==> config.mk <==
export PLATFORM = sky130hd
export DESIGN_NAME = lightgun_channel
export DESIGN_NICKNAME = d
export VERILOG_FILES = /design/src/rtl/gun_pkg.sv /design/src/rtl/lightgun_channel_debounce.sv /design/src/rtl/lightgun_channel.sv
export SDC_FILE = /design/constraint.sdc
export NUM_CORES = 1
export LEC_CHECK = 0
export ABC_AREA = 1
export BUFFER_PORTS_ARGS = -buffer_cell sky130_fd_sc_hd__buf_2
export CORE_MARGIN = 5
export CORE_UTILIZATION = 35
export CTS_BUF_LIST = sky130_fd_sc_hd__clkbuf_8
export DETAILED_ROUTE_END_ITERATION = 16
export SYNTH_ARGS = -nofsm -noshare
export SYNTH_HDL_FRONTEND = slang
export SYNTH_SLANG_ARGS = --single-unit
==> constraint.sdc <==
create_clock -name CLK -period 1.4 [get_ports CLK]
set_input_delay 0.14 -clock CLK [delete_from_list [all_inputs] [get_ports CLK]]
set_output_delay 0.14 -clock CLK [all_outputs]
set_load 0.005 [all_outputs]
==> src/rtl/gun_pkg.sv <==
// Shared light-gun definitions: sequencer state encoding, status word layout and timing defaults.
// Consumed by every light-gun channel and the debounce helper.
package gun_pkg;

  typedef logic [2:0] gun_state_t;

  localparam gun_state_t S_IDLE     = 3'd0;
  localparam gun_state_t S_ARM      = 3'd1;
  localparam gun_state_t S_BLACK    = 3'd2;
  localparam gun_state_t S_TARGET   = 3'd3;
  localparam gun_state_t S_COOLDOWN = 3'd4;

  localparam int DEBOUNCE_CYCLES_DEF = 500000;
  localparam int SETTLE_CYCLES_DEF   = 1000;
  localparam int COOLDOWN_FRAMES_DEF = 4;

  typedef struct packed {
    logic shot;
    logic hit;
  } gun_status_t;

endpackage

==> src/rtl/lightgun_channel_debounce.sv <==
// Button conditioner: 2-flop synchroniser, stability counter and registered press pulse.
// press fires 2 + DEBOUNCE_CYCLES cycles after a clean raw rising edge; no backpressure.
module debounce
  import gun_pkg::*;
#(
  parameter int DEBOUNCE_CYCLES = DEBOUNCE_CYCLES_DEF,
  parameter int DB_W            = 19
) (
  input  logic CLK,
  input  logic CLR,
  input  logic raw,
  output logic press
);

  logic            sync_m;
  logic            sync_s;
  logic            level;
  logic [DB_W-1:0] cnt;

  always_ff @(posedge CLK or posedge CLR) begin
    if (CLR) begin
      sync_m <= 1'b0;
      sync_s <= 1'b0;
      level  <= 1'b0;
      cnt    <= '0;
      press  <= 1'b0;
    end else begin
      sync_m <= raw;
      sync_s <= sync_m;
      press  <= 1'b0;
      // Any return to the accepted level restarts the stability window.
      if (sync_s == level) begin
        cnt <= '0;
      end else if (cnt == DB_W'(DEBOUNCE_CYCLES - 1)) begin
        level <= ~level;
        cnt   <= '0;
        press <= ~level;
      end else begin
        cnt <= cnt + DB_W'(1);
      end
    end
  end

endmodule

==> src/rtl/lightgun_channel.sv <==
// One player's light-gun channel: debounced trigger starts a black/target flash sequence, sensor yields sticky shot/hit.
// Flash outputs are registered; a press outside IDLE is dropped rather than queued.
module lightgun_channel
  import gun_pkg::*;
#(
  parameter int DEBOUNCE_CYCLES = DEBOUNCE_CYCLES_DEF,
  parameter int DB_W            = 19,
  parameter int SETTLE_CYCLES   = SETTLE_CYCLES_DEF,
  parameter int COOLDOWN_FRAMES = COOLDOWN_FRAMES_DEF,
  parameter int CD_W            = 3
) (
  input  logic CLK,
  input  logic CLR,
  input  logic trigger_raw,
  input  logic sens_raw,
  input  logic frame_start,
  input  logic rd_clear,
  output logic shot,
  output logic hit,
  output logic flash_black,
  output logic flash_target,
  output logic busy
);

  localparam int ST_W = (SETTLE_CYCLES < 1) ? 1 : $clog2(SETTLE_CYCLES + 1);

  logic            press;
  logic            sens_m;
  logic            sens_s;
  gun_state_t      state;
  logic            blocked;
  logic            seen;
  logic [ST_W-1:0] settle;
  logic [CD_W-1:0] cd;
  gun_status_t     status;

  debounce #(
    .DEBOUNCE_CYCLES(DEBOUNCE_CYCLES),
    .DB_W           (DB_W)
  ) u_trig_db (
    .CLK  (CLK),
    .CLR  (CLR),
    .raw  (trigger_raw),
    .press(press)
  );

  always_ff @(posedge CLK or posedge CLR) begin
    if (CLR) begin
      sens_m <= 1'b0;
      sens_s <= 1'b0;
    end else begin
      sens_m <= sens_raw;
      sens_s <= sens_m;
    end
  end

  always_ff @(posedge CLK or posedge CLR) begin
    if (CLR) begin
      state        <= S_IDLE;
      flash_black  <= 1'b0;
      flash_target <= 1'b0;
      blocked      <= 1'b0;
      seen         <= 1'b0;
      settle       <= '0;
      cd           <= '0;
      status       <= '0;
    end else begin
      // A status set later in this block overrides the CPU clear.
      if (rd_clear) begin
        status <= '0;
      end
      case (state)
        S_IDLE: begin
          if (press) begin
            state <= S_ARM;
          end
        end
        S_ARM: begin
          if (frame_start) begin
            state       <= S_BLACK;
            blocked     <= 1'b0;
            flash_black <= 1'b1;
          end
        end
        S_BLACK: begin
          if (sens_s) begin
            blocked <= 1'b1;
          end
          if (frame_start) begin
            state        <= S_TARGET;
            settle       <= '0;
            flash_black  <= 1'b0;
            flash_target <= 1'b1;
          end
        end
        S_TARGET: begin
          // Ignore the sensor until the display has had time to show the target.
          if (settle != ST_W'(SETTLE_CYCLES)) begin
            settle <= settle + ST_W'(1);
          end else if (sens_s && !blocked) begin
            seen <= 1'b1;
          end
          if (frame_start) begin
            state        <= S_COOLDOWN;
            flash_target <= 1'b0;
            status.shot  <= 1'b1;
            status.hit   <= seen;
            seen         <= 1'b0;
            cd           <= CD_W'(COOLDOWN_FRAMES);
          end
        end
        S_COOLDOWN: begin
          if (cd == '0) begin
            state <= S_IDLE;
          end else if (frame_start) begin
            if (cd == CD_W'(1)) begin
              state <= S_IDLE;
            end
            cd <= cd - CD_W'(1);
          end
        end
        default: begin
          state        <= S_IDLE;
          flash_black  <= 1'b0;
          flash_target <= 1'b0;
        end
      endcase
    end
  end

  assign busy = (state != S_IDLE);
  assign shot = status.shot;
  assign hit  = status.hit;

endmodule
* Word-level counts from Yosys, hierarchy flattened *
Index checks and enable logic that the tools add are counted.

storage, ports and cells
  register bits after elaboration = 47
  input bits = 6
  output and inout port bits = 5

operators by class
  $add $sub $neg = 3
  muxes and demuxes = 30
  bitwise operators = 4
  equality and inequality tests = 19
  reduce and logical (&&, ||, !) cells = 19

operator list
  cell                   number
  $mux 19                2
  $mux 3                 9
  $mux 10                2
  $pmux 10 s2            1
  $add 19x1->19 const B  1
  $eq 19x19->1 const B   1
  $ne 2x2->1 const B     8
  $pmux 3 s5             1
  $reduce_and 3->1       5
  $add 10x1->10 const B  1
  $ne 10x10->1 const B   1
  $mux 1                 8
  $reduce_bool 2->1      4
  $eq 3x1->1 const B     2
  $eq 3x2->1 const B     2
  $logic_not 3->1        2
  $mux 2                 3
  $ne 3x3->1 const B     2
  $pmux 1 s3             2
  $pmux 3 s2             1
  $reduce_and 6->1       1
  $reduce_or 3->1        2
  $not 1->1              4
  $reduce_and 4->1       1
  other kinds (9)        9

* Logic depth before layout (Yosys ltp) *
  word-level depth = 5
  depth in mapped cells = 9
  mapped depth without buffers = 9

* Cells and area by module *
A second synthesis with hierarchy kept.

unflattened totals
  cells, all modules = 356
  area total of the unflattened synthesis = 2738.9 sq um

modules (own cells, without submodules)
  module            times used  area an instance (sq um)  cells each  sequential area each (sq um)
  lightgun_channel  1           1436.4                    199         600.6
  debounce          1           1302.5                    157         575.6

* Least setup slack after synthesis *
No wires, ideal clock.

  path kind = register -> register
  start = reg u_trig_db.cnt[0]
  end = reg u_trig_db.cnt[18]
  arrival = 1236 ps
  clock period less this slack = 1353 ps
  path slack = 47 ps
  cell stages (with the launch flop) = 9
  required time = 1283 ps
  cells stage by stage = dfrtp_1 ha_1 nand2_1 nor2_1 nand2_1 nor2_1 nand3_1 nor2_1 nor2_1

between the ends
  cells in the longest elaborated chain, start to end = 3

ends and longest elaborated chain
  what                                                  line                                                              source
  start, declared                                       lightgun_channel_debounce.sv:18                                   logic [DB_W-1:0] cnt;
  start signal, assigned                                lightgun_channel_debounce.sv:39                                   cnt <= cnt + DB_W'(1);
  $add 19x1->19 / $eq 19x19->1 (equally long branches)  lightgun_channel_debounce.sv:39, lightgun_channel_debounce.sv:34
  $mux 19 *                                             lightgun_channel_debounce.sv:34                                   end else if (cnt == DB_W'(DEBOUNCE_CYCLES - 1)) begin
  $mux 19 *                                             lightgun_channel_debounce.sv:32                                   if (sync_s == level) begin

Every way passes the cells marked *; elsewhere a longest branch is shown, timed or not.
A chain may end at the register's enable or synchronous reset.

* Worst setup path in the final report *
  start = reg state[2]
  end = reg settle[5]

between the ends
  cells in the longest elaborated chain, start to end = 3

ends and longest elaborated chain
  what                                                                     line                    source
  start, declared                                                          lightgun_channel.sv:30  gun_state_t state;
  start signal, assigned                                                   lightgun_channel.sv:59  state <= S_IDLE;
  start signal, assigned                                                   lightgun_channel.sv:75  state <= S_ARM;
  start signal, assigned                                                   lightgun_channel.sv:80  state <= S_BLACK;
  $eq 3x2->1                                                               lightgun_channel.sv:72  case (state)
  $ne 2x2->1 (no source line) / $reduce_bool 2->1 (equally long branches)  --
  $reduce_and 3->1 (no source line)                                        --
  end signal, assigned                                                     lightgun_channel.sv:99  settle <= settle + ST_W'(1);
  end, declared                                                            lightgun_channel.sv:33  logic [ST_W-1:0] settle;

Parallel ways exist; a longest one is shown, timed or not.

==> impl_metrics.sql <==
INSERT INTO impl_metrics (metric_group, metric, value, unit) VALUES
('run_status', 'outcome', 'complete, but fails checks', ''),
('run_status', 'violations', 'setup timing', ''),
('detailed_routing', 'count_of_routing_violations_after_the_opening_detailed_route_iteration', '70', ''),
('sta', 'layout_setup_ws', '-0.00355', 'ns'),
('clocking', 'number_of_sinks_on_the_clock_net', '47', ''),
('critical_path', 'cpLargestDelayFamily', 'flip-flops', ''),
('floorplan', 'height_of_the_chip', '96.4', 'µm'),
('critical_path', 'worst_setup_path_type', 'reg -> reg', ''),
('clocking', 'cts-root-to-sink-buffers', '2', ''),
('grt', 'track_usage', '0.136', ''),
('critical_path', 'cp.buffers_inverters', '2', ''),
('sta', 'final_max_slew_violation_count', '0', ''),
('synthesis', 'yosysSeqAreaShare', '0.450', ''),
('finish', 'layout.cells.most_common_list', 'sky130_fd_sc_hd__nand2_1 (77), sky130_fd_sc_hd__nor2_1 (56), sky130_fd_sc_hd__dfrtp_1 (43)', ''),
('sta', 'timing.fmax', '712', 'MHz'),
('placement', 'hpwlAfterDp', '4200', 'µm'),
('critical_path', 'critical_path.most_common_cell', 'sky130_fd_sc_hd__nand2_1', ''),
('sta', 'timing.final.crit_share', '1.00', ''),
('sta', 'fin_crit', '1.40', 'ns'),
('critical_path', 'reg2reg_setup_slack', '-0.004', 'ns'),
('worst_hold_path', 'hold_path_startpoint', 'rd_clear', ''),
('critical_path', 'worst_path_max_delay_cell', 'sky130_fd_sc_hd__dfrtp_1', ''),
('sta', 'final_hold_viol_count', '0', ''),
('finish', 'final_net_count', '417', ''),
('critical_path', 'crit_chain', 'inv_2, nand3_1, a21oi_2, buf_4, nand2_1, nand2_1', ''),
('sta', 'grt_setup_unrepaired', 'yes', ''),
('worst_hold_path', 'hold_critical_path_depth', '2', ''),
('worst_hold_path', 'hold_path.class', 'in -> reg', ''),
('placement', 'gp_congestion', '0.867', ''),
('sta', 'finalSetupTns', '-0.0108', 'ns'),
('finish', 'number_of_antenna_repair_diodes', '0', ''),
('placement', 'placed_cell_area', '0.00303', 'mm²'),
('detailed_routing', 'routed_met2_length', '2910', 'µm'),
('finish', 'areaGrowthSynthToFinish', '32.5', '%'),
('floorplan', 'design.portCount', '11', ''),
('placement', 'placement.io_buffers', '10', ''),
('grt', 'global_route_wire_length_before_repair', '9980', 'µm'),
('sta', 'slew_headroom', '0.782', ''),
('grt', 'grt-ovfl-total', '0', ''),
('clocking', 'clockRootBuffer', 'sky130_fd_sc_hd__clkbuf_8', ''),
('finish', 'final_layout_size_suffix_gt1_frac', '0.298', ''),
('critical_path', 'timing.reg2reg.worst_path_depth', '6', ''),
('finish', 'multi_input_area', '0.00151', 'mm²'),
('critical_path', 'peak_fanout_along_the_critical_path', '6', ''),
('floorplan', 'chip_width', '96.4', 'µm'),
('critical_path', 'cp.required', '1.66', 'ns'),
('finish', 'layout_commonest_cell', 'sky130_fd_sc_hd__nand2_1', ''),
('detailed_routing', 'length_of_the_first_detailed_routing_pass_in_iterations', '4', ''),
('worst_hold_path', 'worstHoldEndpoint', 'shot', ''),
('grt', 'grt_pass1_vias', '2244', ''),
('floorplan', 'die_area', '0.00929', 'mm²'),
('sta', 'setup_viol_count_final', '4', ''),
('synthesis', 'synth-warning-count', '0', ''),
('critical_path', 'reg2reg_from', 'state[2]', ''),
('critical_path', 'worst_setup_path_start_kind', 'flop', ''),
('critical_path', 'critPathArrivalTime', '1.66', 'ns'),
('finish', 'final-seq-area', '0.00118', 'mm²'),
('clocking', 'cts.htree.levels', '2', ''),
('detailed_routing', 'routed_via_count', '2391', ''),
('grt', 'grt_start_max_net_pins', '48', ''),
('grt', 'initial_antenna_violation_count', '0', ''),
('detailed_routing', 'average_wire_length_per_cell_after_detail_routing', '11.5', 'µm'),
('synthesis', 'syn_nets', '361', ''),
('detailed_routing', 'vias_per_cell', '4.73', ''),
('critical_path', 'worstSetupEndpointType', 'flop', ''),
('placement', 'preCtsSetupSlack', '-0.0765', 'ns'),
('finish', 'design_area', '0.00346', 'mm²'),
('synthesis', 'synth.ff_latch_count', '47', ''),
('pwr', 'irDropWorstVdd', '0.392', 'mV'),
('clocking', 'path_clk_slew', '0.10', 'ns'),
('pwr', 'pwr_density_cell', '747', 'mW/mm²');
[state kept, by name (all words and copies together), names as in the netlist]
| register | cells |
|---|---|
| blocked | 1 |
| cd | 3 |
| flash_black | 1 |
| state | 3 |
| u_trig_db.sync_m | 1 |
| settle | 10 |
| flash_target | 1 |
| shot | 1 |
| u_trig_db.press | 1 |
| u_trig_db.sync_s | 1 |
| seen | 1 |
| sens_m | 1 |
| u_trig_db.cnt | 19 |
| u_trig_db.level | 1 |
| hit | 1 |
| sens_s | 1 |
[how the worst max path moves through the flow]
stage                startpoint                end  slack, ns  cells past startpoint
5_1_grt                state[2]           state[2]      -0.13                      7
3_3_place_gp   u_trig_db.cnt[0]  u_trig_db.cnt[16]      -0.03                      8
2_1_floorplan  u_trig_db.cnt[0]  u_trig_db.cnt[18]       0.05                      8
4_1_cts               settle[1]               seen     -0.004                     10
3_5_place_dp   u_trig_db.cnt[0]   u_trig_db.cnt[5]      -0.08                      8
6_report               state[2]          settle[5]     -0.004                      6
[per-layer routing]
metal / GRT usage / up-vias
met5: 0 / -
met4: 0.0386 / 0
met3: 0.0279 / 7
met2: 0.228 / 28
met1: 0.178 / 1140
li1: - / 1216
[timing repair]
action	CTS	global route
hold buffers	3	0
endpoints found under the setup margin	23	36
hold endpoints to repair	49	0
pin swaps	5	16
buffers inserted	1	5
gates resized for setup	17	57
[final cells by class]
class                      instances  area share
clock buffer                       6      0.0239
clock inverter                     2      0.0112
inverter                          38      0.0412
multi-input combinational        263       0.435
sequential                        47       0.341
tap                               99      0.0358
timing repair buffer              50       0.111
[logic make-up (layout without fill, tap and decap cells)]
logic type | Yosys count | count (layout) | synth area share
adder cells (fa/ha/maj) | 6 | 6 | 0.0287
AO/OA/AOI/OAI | 33 | 33 | 0.0757
flip-flops | 47 | 47 | 0.450
AND/OR/NAND/NOR | 214 | 214 | 0.356
buffers and inverters | 39 | 96 | 0.0561
XOR/XNOR | 10 | 10 | 0.0335
[power breakdown]
part,switching (µW),total (µW),internal [µW]
Combinational,77.8,129,51.0
Sequential,14.0,1390,1380
Clock,476,1060,588
[synth_stat cells, drive strengths merged]
cell      n  share of area
nand2    92           0.13
nor2     76           0.12
dfrtp    47           0.45
inv      38          0.055
nand3    27          0.057
o21ai    20          0.038
a21oi    10          0.026
xor2      7          0.023
ha        6          0.029
nand3b    5          0.014
nand4     4         0.0096
nor3      4         0.0077
and2      3         0.0072
xnor2     3          0.010
nor3b     2         0.0057
a21o      1         0.0029
clkbuf    1         0.0014
o22ai     1         0.0024
o2bb2ai   1         0.0057
or2       1         0.0024
[through the flow]
| step | utilization | std cells | hold slack [ns] | total power [µW] |
|---|---|---|---|---|
| global route | 0.477 | 505 | 0.0401 | 2720 |
| global placement | 0.418 | 489 | 0.200 | 1530 |
| floorplan | - | 349 | 0.171 | 1480 |
| finish | 0.477 | 505 | 0.0296 | 2580 |
| CTS | 0.448 | 501 | 0.0235 | 2620 |
| detailed placement | 0.418 | 489 | 0.201 | 1530 |
Note: power is estimated with default switching activity, not from simulation.
